File: config.mk
export PLATFORM = sky130hd
export DESIGN_NAME = fifo_lane_8bits
export DESIGN_NICKNAME = d
export VERILOG_FILES = /design/src/rtl/pcie_lane_pkg.sv /design/src/rtl/fifo_ram_8bits.sv /design/src/rtl/fifo_lane_8bits.sv
export SDC_FILE = /design/constraint.sdc
export NUM_CORES = 1
export LEC_CHECK = 0
export ABC_AREA = 0
export BUFFER_PORTS_ARGS = -buffer_cell sky130_fd_sc_hd__buf_2
export CORE_MARGIN = 1.5
export CORE_UTILIZATION = 63
export DETAILED_ROUTE_END_ITERATION = 10
export PLACE_DENSITY_LB_ADDON = 0.1
export SYNTH_ARGS = -nofsm -noshare
export SYNTH_HDL_FRONTEND = slang
export SYNTH_SLANG_ARGS = --single-unit
File: constraint.sdc
create_clock -name clk -period 4.5 [get_ports clk]
set_input_delay 0.225 -clock clk [delete_from_list [all_inputs] [get_ports clk]]
set_output_delay 0.225 -clock clk [all_outputs]
set_load 0.05 [all_outputs]
File: src/rtl/pcie_lane_pkg.sv
// Shared definitions for the PCIe lane datapath.
// Provides the byte width, FIFO sizing defaults, level-flag threshold
// defaults and a ceil-log2 helper used to derive address widths.
package pcie_lane_pkg;

  localparam int DATA_W             = 8;
  localparam int FIFO_DEPTH_DEFAULT = 8;
  localparam int AFULL_TH_DEFAULT   = 6;
  localparam int AEMPTY_TH_DEFAULT  = 1;

  function automatic int unsigned clog2(input int unsigned value);
    int unsigned result;
    result = 0;
    while ((32'd1 << result) < value) begin
      result++;
    end
    return result;
  endfunction

endpackage

File: src/rtl/fifo_ram_8bits.sv
// DEPTH x 8 register file backing one FIFO lane.
// Ports:
//   clk            rising-edge clock
//   reset_L        async active-low reset (read register only; array is not reset)
//   we/waddr/wdata write port
//   re/raddr       read request; rdata is registered and holds when re is low
//   rdata          registered read data
module fifo_ram_8bits
  import pcie_lane_pkg::*;
#(
  parameter int DEPTH = FIFO_DEPTH_DEFAULT,
  parameter int AW    = clog2(DEPTH)
) (
  input  logic              clk,
  input  logic              reset_L,
  input  logic              we,
  input  logic [AW-1:0]     waddr,
  input  logic [DATA_W-1:0] wdata,
  input  logic              re,
  input  logic [AW-1:0]     raddr,
  output logic [DATA_W-1:0] rdata
);

  logic [DATA_W-1:0] mem [DEPTH];

  always_ff @(posedge clk) begin
    if (we) begin
      mem[waddr] <= wdata;
    end
  end

  // Read of an address written on the same edge returns the old contents,
  // which is what the full push+pop case relies on.
  always_ff @(posedge clk or negedge reset_L) begin
    if (!reset_L) begin
      rdata <= '0;
    end else if (re) begin
      rdata <= mem[raddr];
    end
  end

endmodule

File: src/rtl/fifo_lane_8bits.sv
// Per-lane 8-bit synchronous FIFO feeding the 2:1 lane mux.
// Ports:
//   clk, reset_L      clock, async active-low reset
//   push, data_in     write request and byte
//   pop               read request for the head byte
//   data_out          registered head byte (holds when no pop is accepted)
//   valid_out         one-cycle pulse: data_out was popped on the last edge
//   full/empty        count == DEPTH / count == 0
//   almost_full       count >= AFULL_TH
//   almost_empty      count <= AEMPTY_TH
//   count             entries stored
//   fifo_error        sticky overflow/underflow flag, cleared only by reset
module fifo_lane_8bits
  import pcie_lane_pkg::*;
#(
  parameter int DEPTH     = FIFO_DEPTH_DEFAULT,
  parameter int AW        = clog2(DEPTH),
  parameter int AFULL_TH  = AFULL_TH_DEFAULT,
  parameter int AEMPTY_TH = AEMPTY_TH_DEFAULT
) (
  input  logic              clk,
  input  logic              reset_L,
  input  logic              push,
  input  logic [DATA_W-1:0] data_in,
  input  logic              pop,
  output logic [DATA_W-1:0] data_out,
  output logic              valid_out,
  output logic              full,
  output logic              empty,
  output logic              almost_full,
  output logic              almost_empty,
  output logic [AW:0]       count,
  output logic              fifo_error
);

  localparam logic [AW:0] DEPTH_C   = (AW+1)'(DEPTH);
  localparam logic [AW:0] AFULL_C   = (AW+1)'(AFULL_TH);
  localparam logic [AW:0] AEMPTY_C  = (AW+1)'(AEMPTY_TH);

  logic [AW-1:0] wr_ptr;
  logic [AW-1:0] rd_ptr;
  logic          do_push;
  logic          do_pop;
  logic          err_now;

  always_comb begin
    full         = (count == DEPTH_C);
    empty        = (count == '0);
    almost_full  = (count >= AFULL_C);
    almost_empty = (count <= AEMPTY_C);
  end

  // A pop on empty is rejected outright, so a concurrent push never reads
  // through. A push on full is still accepted when a pop frees the head.
  always_comb begin
    do_pop  = pop && !empty;
    do_push = push && (!full || do_pop);
    err_now = (pop && empty) || (push && full && !pop);
  end

  always_ff @(posedge clk or negedge reset_L) begin
    if (!reset_L) begin
      wr_ptr     <= '0;
      rd_ptr     <= '0;
      count      <= '0;
      valid_out  <= 1'b0;
      fifo_error <= 1'b0;
    end else begin
      valid_out <= do_pop;
      if (do_push) begin
        wr_ptr <= wr_ptr + AW'(1);
      end
      if (do_pop) begin
        rd_ptr <= rd_ptr + AW'(1);
      end
      case ({do_push, do_pop})
        2'b10:   count <= count + (AW+1)'(1);
        2'b01:   count <= count - (AW+1)'(1);
        default: count <= count;
      endcase
      if (err_now) begin
        fifo_error <= 1'b1;
      end
    end
  end

  fifo_ram_8bits #(
    .DEPTH (DEPTH),
    .AW    (AW)
  ) u_ram (
    .clk     (clk),
    .reset_L (reset_L),
    .we      (do_push),
    .waddr   (wr_ptr),
    .wdata   (data_in),
    .re      (do_pop),
    .raddr   (rd_ptr),
    .rdata   (data_out)
  );

endmodule
==> impl_metrics.env, run 1 <==
export IMPL_cts_setup_buffers=0
export IMPL_maxSlewViolCount=0
export IMPL_numCtsBuffers=9
export IMPL_synthToLayoutAreaGrowth_pct=10.1
export IMPL_ys_types=36
export IMPL_post_drt_wl_per_cell_um=19.0
export IMPL_h_tree_depth=3
export IMPL_synthTopCellsByArea="edfxtp_1 54%, dfrtp_1 14%, mux2i_1 10%, a22oi_1 3.4%, nand2_1 2.7%"
export IMPL_crit_arrival_ns=2.66
export IMPL_vias_per_cell=5.74
export IMPL_power_total_w=0.00261
export IMPL_final_cell_area_um2=3900
export IMPL_drc_errors=0
export IMPL_die_x_um=77.9
export IMPL_grtUsageTotal_pct=23.9
export IMPL_ys_ff_latch=84
export IMPL_ys_seq_area_share_pct=68.5
export IMPL_grt_pass1_wl_mm=10.3
export IMPL_drt_iter0_drc=179
export IMPL_die_h_um=77.9
export IMPL_dr_pass1_iters=4
export IMPL_port_buffers=29
export IMPL_io_pins=30
export IMPL_placed_area_um2=3700
export IMPL_synthCells=243
export IMPL_p_per_area_nw_per_um2=669
export IMPL_cts_buffer_depth=2
export IMPL_setup_worst_path_end_class="register"
export IMPL_wirelength_mm=6.63
export IMPL_setup_viol=0
export IMPL_max_freq_mhz=371
export IMPL_antenna_found_initial=0
export IMPL_synth_avg_cell_area_um2=14.6
export IMPL_synth_fp_nets=261
export IMPL_dieArea_um2=6080
export IMPL_via_count=1997
export IMPL_final_setup_skew_ns=0.00979
export IMPL_dp_cells=331
export IMPL_fillers=404
export IMPL_grt_pass1_vias=2005
export IMPL_cp_start_kind="register"
export IMPL_coreArea_um2=5470
export IMPL_seq_area_um2=2420
export IMPL_hold_violations=0
export IMPL_preCtsSetupSlack_ns=1.82
export IMPL_worst_ep_required_time_ns=4.46
export IMPL_fin_nets=289
export IMPL_status="completed"
export IMPL_tightest_slew_ns=1.15
export IMPL_relSlewSlack_pct=23.0
export IMPL_initial_core_util_pct=64.7
export IMPL_cts_resized=0
export IMPL_p_leak_nw=1.54
export IMPL_rsz0062_at_grt="false"
export IMPL_synth_area_leader_cell="edfxtp_1"
export IMPL_hold_path_class="input pin to register"
export IMPL_tns_ns=0
export IMPL_peakVddDrop_v=0.000389
export IMPL_clock_sinks=84
export IMPL_row_count=27
export IMPL_cts_root_buf="clkbuf_8"
export IMPL_diodes=0
export IMPL_critical_path_class="register to register"
export IMPL_fin_crit_ns=2.70
export IMPL_synth_top_area_share_pct=54.3
export IMPL_ant_nets=0
export IMPL_yosysWarnings=0
export IMPL_crit_fanout=9
export IMPL_layout_cells_non_filler=348
export IMPL_min_period_over_period_pct=59.9
export IMPL_dp_hpwl_mm=4.41
export IMPL_multiInputGateArea_um2=1020
export IMPL_grt_overflow=0
export IMPL_place_gp_congestion=0.754
export IMPL_insertion_delay_ns=0.35
export IMPL_max_cap_violations=0
export IMPL_finalWorstSetupSlack_ns=1.80
export IMPL_syn_area_um2=3540
export IMPL_cts_tree="built"
export IMPL_drive_above_1_share_pct=18.5
export IMPL_path_clk_slew_ns=0.08
export IMPL_grt_max_degree=35
## through the flow
stage / utilization, % / hold slack, ns
CTS: 71.2 / 0.165
floorplan: - / -0.0706
detailed placement: 67.6 / 0.210
global placement: 67.6 / 0.203
finish: 71.2 / 0.176
global route: 71.2 / 0.178
## state kept, by name, indices dropped and copies added (netlist names)
name,count
count,4
fifo_error,1
rd_ptr,3
u_ram.mem,64
u_ram.rdata,8
valid_out,1
wr_ptr,3
## critical path, cell delays in order, from the launching register on
cell and delay [ns]:
dfrtp_1 0.51, inv_1 0.11, ha_1 0.28, inv_1 0.10, o31a_1 0.28, nand2_1 0.15, nor3_1 0.89
## cells in the final DEF (no fill, tap or decap), types with 2 or more instances in the layout
master,Yosys,routed
edfxtp_1,64,64
mux2i_1,37,37
buf_2,4,29
nand2_1,25,25
dfrtp_1,20,19
a22oi_1,16,16
clkbuf_8,0,12
nand3_1,10,10
nor2_1,9,9
ha_1,6,6
nand2b_1,5,5
inv_1,4,4
o21ai_0,4,4
a21oi_1,4,4
xnor2_1,4,4
nor3_1,3,3
nor2b_1,3,3
clkinvlp_4,0,2
## cells in the mapped netlist
cell / number
a21oi_1: 4
a221oi_1: 1
a22oi_1: 16
and2_1: 1
and3b_1: 1
buf_1: 3
buf_2: 4
buf_4: 4
buf_6: 1
clkbuf_1: 1
dfrtp_1: 20
edfxtp_1: 64
ha_1: 6
inv_1: 4
inv_2: 1
mux2_1: 1
mux2i_1: 37
nand2_1: 25
nand2_2: 1
nand2b_1: 5
nand3_1: 10
nand3b_1: 1
nand4b_1: 1
nor2_1: 9
nor2b_1: 3
nor3_1: 3
nor3_2: 1
o211ai_2: 1
o21ai_0: 4
o21bai_1: 1
o31a_1: 1
or2b_1: 1
or3b_4: 1
or4b_4: 1
xnor2_1: 4
xor2_1: 1
## path summary, 6_finish.rpt
path                                start              end  slack, ns  cells after the start
max                              count[1]  u_ram.mem[1][1]       1.80                      6
min                            data_in[1]  u_ram.mem[3][1]       0.18                      1
max in group asynchronous         reset_L        rd_ptr[0]       3.79                      2
min in group asynchronous         reset_L         count[1]       0.36                      2
max reg2reg                      count[1]  u_ram.mem[1][1]       1.80                      6
min reg2reg                u_ram.rdata[5]   u_ram.rdata[5]       0.47                      2
## cell families after synthesis
group | share of synthesized area [%]
flip-flops | 68.5
AND/OR/NAND/NOR | 9.12
multiplexers | 10.8
AO/OA/AOI/OAI | 5.59
buffers and inverters | 2.69
adder cells (fa/ha/maj) | 2.12
XOR/XNOR | 1.24
## layer usage
metal	vias up	share of wire (%)	wire [µm]	GRT usage, %
met1	974	45	2960	32.6
met3	12	4.8	320	4.12
met5	-	0	0	0
li1	950	-	-	-
met4	0	1.6	108	11.1
met2	61	49	3240	37.8
## power breakdown
group | total, W | leakage, nW | switching, W | internal [W]
clock network | 0.000496 | 0.0917 | 0.000251 | 0.000245
logic | 0.000904 | 0.635 | 0.000584 | 0.000320
registers | 0.00121 | 0.812 | 0.000193 | 0.00101
## area by class of cell
cell class                      instances  share of cell area [%]
Clock buffer                           13                    4.33
Clock inverter                          3                   0.514
Inverter                                5                   0.482
Multi-Input combinational cell        141                    26.2
Sequential cell                        84                    62.2
Tap cell                               72                    2.31
Timing Repair Buffer                   30                    3.98
## repair_timing
| action | 4_1_cts | 5_1_grt |
|---|---|---|
| hold buffers | 1 | 0 |
| setup endpoints to repair | 0 | 0 |
| hold endpoints to repair | 20 | 0 |
Power figures use the tool's default switching activity.
==> run 2: changes to the inputs <==
--- a/config.mk
+++ b/config.mk
@@ -8,7 +8,7 @@
 export ABC_AREA = 0
 export BUFFER_PORTS_ARGS = -buffer_cell sky130_fd_sc_hd__buf_2
 export CORE_MARGIN = 1.5
-export CORE_UTILIZATION = 63
+export CORE_UTILIZATION = 59
 export DETAILED_ROUTE_END_ITERATION = 10
 export PLACE_DENSITY_LB_ADDON = 0.1
 export SYNTH_ARGS = -nofsm -noshare
==> constraint.sdc (replaced) <==
create_clock -name clk -period 2.7 [get_ports clk]
set_input_delay 0.135 -clock clk [delete_from_list [all_inputs] [get_ports clk]]
set_output_delay 0.135 -clock clk [all_outputs]
set_load 0.05 [all_outputs]
==> run 2 against run 1 <==
Against the previous run:
- first-iteration DRC count decreased by 24%
- final area grew 3.8%
- hold slack worse by 0.12 ns
- sequential cell count stayed put
==> impl_metrics.env, run 2 (synthesis results as in run 1) <==
export IMPL_r2r_slack_ns=0.62
export IMPL_die_x_um=80.4
export IMPL_ant_nets=0
export IMPL_antenna_found_initial=0
export IMPL_relSlewSlack_pct=56.7
export IMPL_via_count=2020
export IMPL_rsz0062_at_grt="false"
export IMPL_synthToLayoutAreaGrowth_pct=14.3
export IMPL_max_cap_violations=0
export IMPL_worstReg2RegEnd="count[0]"
export IMPL_final_setup_skew_ns=0.0115
export IMPL_fin_nets=302
export IMPL_largest_register="u_ram.mem"
export IMPL_power_frac_comb_pct=35.6
export IMPL_power_frac_clock_pct=21.7
export IMPL_insertion_delay_ns=0.36
export IMPL_grtUsageTotal_pct=22.5
export IMPL_switching_share_pct=38.8
export IMPL_min_delay_start="data_in[4]"
export IMPL_drt_iter0_drc=136
export IMPL_layout_commonest_cell="edfxtp_1"
export IMPL_wirelength_mm=6.46
export IMPL_power_switching_w=0.00178
export IMPL_drc_errors=0
export IMPL_diodes=0
export IMPL_cp_slowest_stage_delay_ns=0.49
export IMPL_preCtsSetupSlack_ns=0.617
export IMPL_vias_per_cell=5.55
export IMPL_numCtsBuffers=9
export IMPL_crit_arrival_ns=1.97
export IMPL_critical_path_class="register to primary output"
export IMPL_clock_sinks=84
export IMPL_status="completed"
export IMPL_max_freq_mhz=475
export IMPL_tightest_slew_ns=0.648
export IMPL_grt_pass1_wl_mm=10.0
export IMPL_crit_path_top_delay_cell="dfrtp_1"
export IMPL_crit_fanout=9
export IMPL_hold_path_class="input pin to register"
export IMPL_hold_depth=1
export IMPL_p_per_area_nw_per_um2=1140
export IMPL_largest_reg_flops=64
export IMPL_dp_hpwl_mm=4.34
export IMPL_setup_worst_path_end_class="primary output"
export IMPL_coreArea_um2=5850
export IMPL_dieArea_um2=6470
export IMPL_grt_pass1_vias=1866
export IMPL_initial_core_util_pct=60.5
export IMPL_grt_overflow=0
export IMPL_cts_buffer_depth=2
export IMPL_path_clk_slew_ns=0.09
export IMPL_die_h_um=80.4
export IMPL_grt_max_degree=21
export IMPL_row_count=28
export IMPL_maxSlewViolCount=0
export IMPL_p_leak_nw=1.64
export IMPL_dr_pass1_iters=4
export IMPL_setup_viol=0
export IMPL_io_pins=30
export IMPL_whs_endpoint="u_ram.mem[0][4]"
export IMPL_rr_worst_depth=7
export IMPL_cp_start_kind="register"
export IMPL_cp_startpoint="count[1]"
export IMPL_fin_crit_ns=2.10
export IMPL_min_period_over_period_pct=77.9
export IMPL_hold_violations=0
export IMPL_worst_ep_required_time_ns=2.57
export IMPL_seqPwrFrac_pct=42.7
export IMPL_post_drt_wl_per_cell_um=17.7
export IMPL_largestRegisters="u_ram.mem x64, u_ram.rdata x8, count x4"
export IMPL_path_common_cell="inv_1"
export IMPL_final_cell_mix="64 x edfxtp_1, 37 x mux2i_1, 29 x buf_2"
export IMPL_p_int_w=0.00281
export IMPL_finalWorstSetupSlack_ns=0.596
export IMPL_tns_ns=0
export IMPL_drive_above_1_share_pct=22.5
export IMPL_cts_root_buf="clkbuf_8"
export IMPL_crit_chain="inv_1 > ha_1 > or3b_4 > inv_1 > buf_2"
export IMPL_cts_tree="built"
export IMPL_reg2reg_from="count[1]"
export IMPL_place_gp_congestion=0.754
export IMPL_port_buffers=29
export IMPL_peakVddDrop_v=0.000707
export IMPL_h_tree_depth=3
==> run 2: routing by layer <==
metal	wire length, µm	up-vias	GRT usage [%]
met2	2950	55	31.9
met4	85	0	10.3
met3	309	8	5.91
li1	-	980	-
met5	0	-	0
met1	3110	977	32.5
==> run 2: metrics by stage <==
step	utilization [%]	instance area [µm²]	power [W]	hold slack, ns	cells
5_1_grt	69.1	4050	0.00485	0.0337	364
3_3_place_gp	65.2	3810	0.00361	0.109	347
6_report	69.1	4050	0.00459	0.0569	364
4_1_cts	69.1	4050	0.00461	0.0359	364
3_5_place_dp	65.2	3810	0.00363	0.0997	347
2_1_floorplan	-	3540	0.00318	-0.161	243
==> run 2: timing repair <==
item / in CTS / in global routing
hold buffers: 1 / 0
buffers inserted: 0 / 0
gates resized for setup: 0 / 0
endpoints found under the hold margin: 20 / 0
==> run 2: power by group through the flow <==
stage | sequential, W | combinational, W | clock [W]
after floorplan | 0.00219 | 0.000982 | 0
after global placement | 0.00197 | 0.00163 | 0
after detailed placement | 0.00199 | 0.00164 | 0
after CTS | 0.00196 | 0.00165 | 0.00100
after global routing | 0.00200 | 0.00178 | 0.00106
final | 0.00196 | 0.00164 | 0.000996
==> run 2: area by class of cell <==
| type | instances | area [µm²] |
|---|---|---|
| clock buffers | 9 | 124 |
| clock inverters | 7 | 98.8 |
| fillers | 412 | 1810 |
| inverters | 5 | 18.8 |
| multi-input cells | 141 | 1020 |
| flip-flops and latches | 84 | 2420 |
| well taps | 75 | 93.8 |
| repair buffers | 43 | 265 |
==> run 2: how the worst max path moves through the flow <==
stage | endpoint | cells after the start
final | empty | 5
after floorplan | u_ram.mem[0][0] | 6
after detailed placement | count[0] | 7
after CTS | empty | 5
after global routing | u_ram.mem[0][1] | 7
after global placement | count[0] | 7
==> run 2: worst max-delay path, delay by kind of cell, from the launching register on <==
family / cells / cell delay (ns)
adder cells (fa/ha/maj): 1 / 0.28
AND/OR/NAND/NOR: 1 / 0.43
flip-flops: 1 / 0.49
buffers and inverters: 3 / 0.43
==> run 3: changes to the inputs <==
--- a/config.mk
+++ b/config.mk
@@ -5,10 +5,10 @@
 export SDC_FILE = /design/constraint.sdc
 export NUM_CORES = 1
 export LEC_CHECK = 0
-export ABC_AREA = 0
+export ABC_AREA = 1
 export BUFFER_PORTS_ARGS = -buffer_cell sky130_fd_sc_hd__buf_2
 export CORE_MARGIN = 1.5
-export CORE_UTILIZATION = 59
+export CORE_UTILIZATION = 53
 export DETAILED_ROUTE_END_ITERATION = 10
 export PLACE_DENSITY_LB_ADDON = 0.1
 export SYNTH_ARGS = -nofsm -noshare
==> constraint.sdc (replaced) <==
create_clock -name clk -period 1.7 [get_ports clk]
set_input_delay 0.085 -clock clk [delete_from_list [all_inputs] [get_ports clk]]
set_output_delay 0.085 -clock clk [all_outputs]
set_load 0.05 [all_outputs]
==> run 3 against run 2 <==
Against the previous run:
- routed wire length rose by 17%
- die area rose by 16%
- clock skew rose by 0.0029 ns
- synthesized cell count rose by 48%
- hold slack got worse by 0.025 ns
- critical path type is now register to register
- global-route usage fell by 0.38 points
- critical path depth rose by 1
- highest routed layer unchanged
- worst setup slack got worse by 0.53 ns
- area after synthesis rose by 5.1%
- first-iteration DRC count rose by 4.4%
- largest power group is now combinational cells
==> impl_metrics.env, run 3 <==
export IMPL_synth_most_common_cell="nand2_1"
export IMPL_tightest_slew_ns=0.455
export IMPL_numCtsBuffers=9
export IMPL_wirelength_mm=7.58
export IMPL_fin_crit_ns=1.64
export IMPL_drc_errors=0
export IMPL_cts_tree="built"
export IMPL_clock_sinks=84
export IMPL_cts_buffer_depth=2
export IMPL_synthToLayoutAreaGrowth_pct=15.2
export IMPL_status="completed"
export IMPL_switching_share_pct=45.6
export IMPL_synthCells=360
export IMPL_power_switching_w=0.00359
export IMPL_syn_area_um2=3720
export IMPL_largestRegisters="u_ram.mem x64, u_ram.rdata x8, count x4"
export IMPL_hold_path_class="input pin to register"
export IMPL_hold_depth=1
export IMPL_synth_avg_cell_area_um2=10.3
export IMPL_max_cap_violations=0
export IMPL_ys_seq_area_share_pct=65.1
export IMPL_rr_worst_depth=6
export IMPL_via_count=2551
export IMPL_max_freq_mhz=611
export IMPL_r2r_slack_ns=0.06
export IMPL_dp_hpwl_mm=5.21
export IMPL_crit_fanout=8
export IMPL_final_cell_mix="129 x nand2_1, 64 x edfxtp_1, 39 x nand3_1"
export IMPL_die_h_um=86.8
export IMPL_crit_arrival_ns=1.68
export IMPL_yosysWarnings=0
export IMPL_fin_nets=416
export IMPL_path_clk_slew_ns=0.10
export IMPL_synth_flop_cell="edfxtp_1"
export IMPL_vias_per_cell=5.11
export IMPL_die_x_um=86.8
export IMPL_largest_register="u_ram.mem"
export IMPL_diodes=0
export IMPL_grt_pass1_vias=2304
export IMPL_reg2reg_from="count[0]"
export IMPL_grtUsageTotal_pct=22.1
export IMPL_tns_ns=0
export IMPL_relSlewSlack_pct=69.6
export IMPL_dieArea_um2=7530
export IMPL_postLayoutCoreUtil_pct=63.1
export IMPL_power_frac_comb_pct=46.5
export IMPL_grt_overflow=0
export IMPL_row_count=30
export IMPL_layout_commonest_cell="nand2_1"
export IMPL_port_buffers=29
export IMPL_initial_core_util_pct=54.7
export IMPL_maxSlewViolCount=0
export IMPL_critical_path_class="register to register"
export IMPL_peakVddDrop_v=0.00106
export IMPL_drive_above_1_share_pct=20.3
export IMPL_hold_violations=0
export IMPL_p_leak_nw=1.86
export IMPL_rsz0062_at_grt="true"
export IMPL_final_setup_skew_ns=0.0143
export IMPL_place_gp_congestion=0.949
export IMPL_setup_viol=0
export IMPL_p_per_area_nw_per_um2=1840
export IMPL_ys_ff_latch=84
export IMPL_power_frac_clock_pct=17.7
export IMPL_min_delay_start="data_in[2]"
export IMPL_min_period_over_period_pct=96.3
export IMPL_synth_top_area_share_pct=51.7
export IMPL_setup_worst_path_end_class="register"
export IMPL_ys_types=28
export IMPL_insertion_delay_ns=0.36
export IMPL_coreArea_um2=6790
export IMPL_synth_area_leader_cell="edfxtp_1"
export IMPL_grt_max_degree=34
export IMPL_synth_common_cells="130 x nand2_1, 64 x edfxtp_1, 39 x nand3_1"
export IMPL_h_tree_depth=3
export IMPL_ant_nets=0
export IMPL_p_int_w=0.00430
export IMPL_cts_root_buf="clkbuf_8"
export IMPL_drt_iter0_drc=142
export IMPL_final_cell_area_um2=4290
export IMPL_largest_reg_flops=64
export IMPL_grt_pass1_wl_mm=11.8
export IMPL_async_flop_share_pct=23.8
export IMPL_worstReg2RegEnd="u_ram.mem[4][4]"
export IMPL_synth_fp_nets=378
export IMPL_placed_area_um2=4050
export IMPL_io_pins=30
export IMPL_seqPwrFrac_pct=35.8
export IMPL_dr_pass1_iters=5
export IMPL_worst_ep_required_time_ns=1.74
export IMPL_antenna_found_initial=0
export IMPL_post_drt_wl_per_cell_um=15.2
export IMPL_power_total_w=0.00789
export IMPL_synthTopCellsByArea="edfxtp_1 52%, dfrtp_1 13%, nand2_1 13%, nand3_1 5.2%, inv_1 2.7%"
export IMPL_synth_edff_count=64
export IMPL_whs_endpoint="u_ram.mem[1][2]"
export IMPL_cp_start_kind="register"
-- run 3: changes by cell type in the layout (fill, tap and decap cells not counted), sizes merged, moves of 16 or more --
cell / before / now
a22oi: 16 / 0
inv: 7 / 32
mux2i: 37 / 0
nand2: 26 / 133
nand3: 10 / 42
nor2: 9 / 28
-- run 3: kinds of logic (layout without fill, tap and decap cells) --
group / after synthesis / in the layout / synth area share [%]
adder cells (fa/ha/maj): 6 / 6 / 2.02
buffers and inverters: 45 / 88 / 5.89
AND/OR/NAND/NOR: 207 / 207 / 23.9
XOR/XNOR: 4 / 4 / 0.942
AO/OA/AOI/OAI: 14 / 14 / 2.12
flip-flops: 84 / 84 / 65.1
-- run 3: layout make-up --
type | instances | area (µm²)
fillers | 554 | 2510
multi-input cells | 231 | 1170
clock buffers | 9 | 124
repair buffers | 41 | 253
flip-flops and latches | 84 | 2430
well taps | 96 | 120
inverters | 31 | 119
clock inverters | 7 | 76.3
-- run 3: worst max-delay path by stage --
stage	start	to	slack [ns]	cells after the start
3_3_place_gp	count[0]	u_ram.mem[6][2]	0.08	6
4_1_cts	count[0]	u_ram.mem[4][3]	0.04	6
5_1_grt	count[1]	u_ram.mem[4][4]	-0.03	6
3_5_place_dp	count[0]	u_ram.mem[4][3]	0.06	6
6_report	count[0]	u_ram.mem[4][4]	0.06	6
2_1_floorplan	count[1]	u_ram.mem[6][0]	-0.12	6
-- run 3: layer usage --
layer,vias to the layer above,part of all wire [%],routed length (µm),GRT usage [%]
met5,-,0,0,0
met4,0,1.1,83,5.72
met3,9,7.3,554,6.00
met2,106,48,3620,35.1
met1,1188,44,3330,30.5
li1,1248,-,-,-
-- run 3: through the flow --
stage	setup WS (ns)	instances	hold WS, ns
2_1_floorplan	-0.123	360	-0.211
3_3_place_gp	0.0804	479	0.0593
3_5_place_dp	0.0602	479	0.0635
4_1_cts	0.0400	496	0.0319
5_1_grt	-0.0341	499	0.0364
6_report	0.0632	499	0.0322
-- run 3: power groups by stage --
| stage | logic [W] | clock network, W | registers, W |
|---|---|---|---|
| floorplan | 0.00225 | 0 | 0.00340 |
| global placement | 0.00356 | 0 | 0.00287 |
| detailed placement | 0.00357 | 0 | 0.00287 |
| CTS | 0.00360 | 0.00141 | 0.00283 |
| global route | 0.00404 | 0.00152 | 0.00288 |
| finish | 0.00367 | 0.00140 | 0.00283 |
-- run 3: worst max-delay path: stages, from the launching register on --
cell and delay [ns]:
dfrtp_2 0.39, inv_4 0.04, ha_4 0.17, nand3_4 0.09, o21ai_4 0.08, or2_4 0.30, nor2_4 0.26
-- run 3: what timing repair did --
item                       4_1_cts  5_1_grt
hold endpoints to repair        20        0
setup endpoints to repair        0       17
setup buffers                    0        3
gates resized for setup          0        1
hold buffers                     1        0
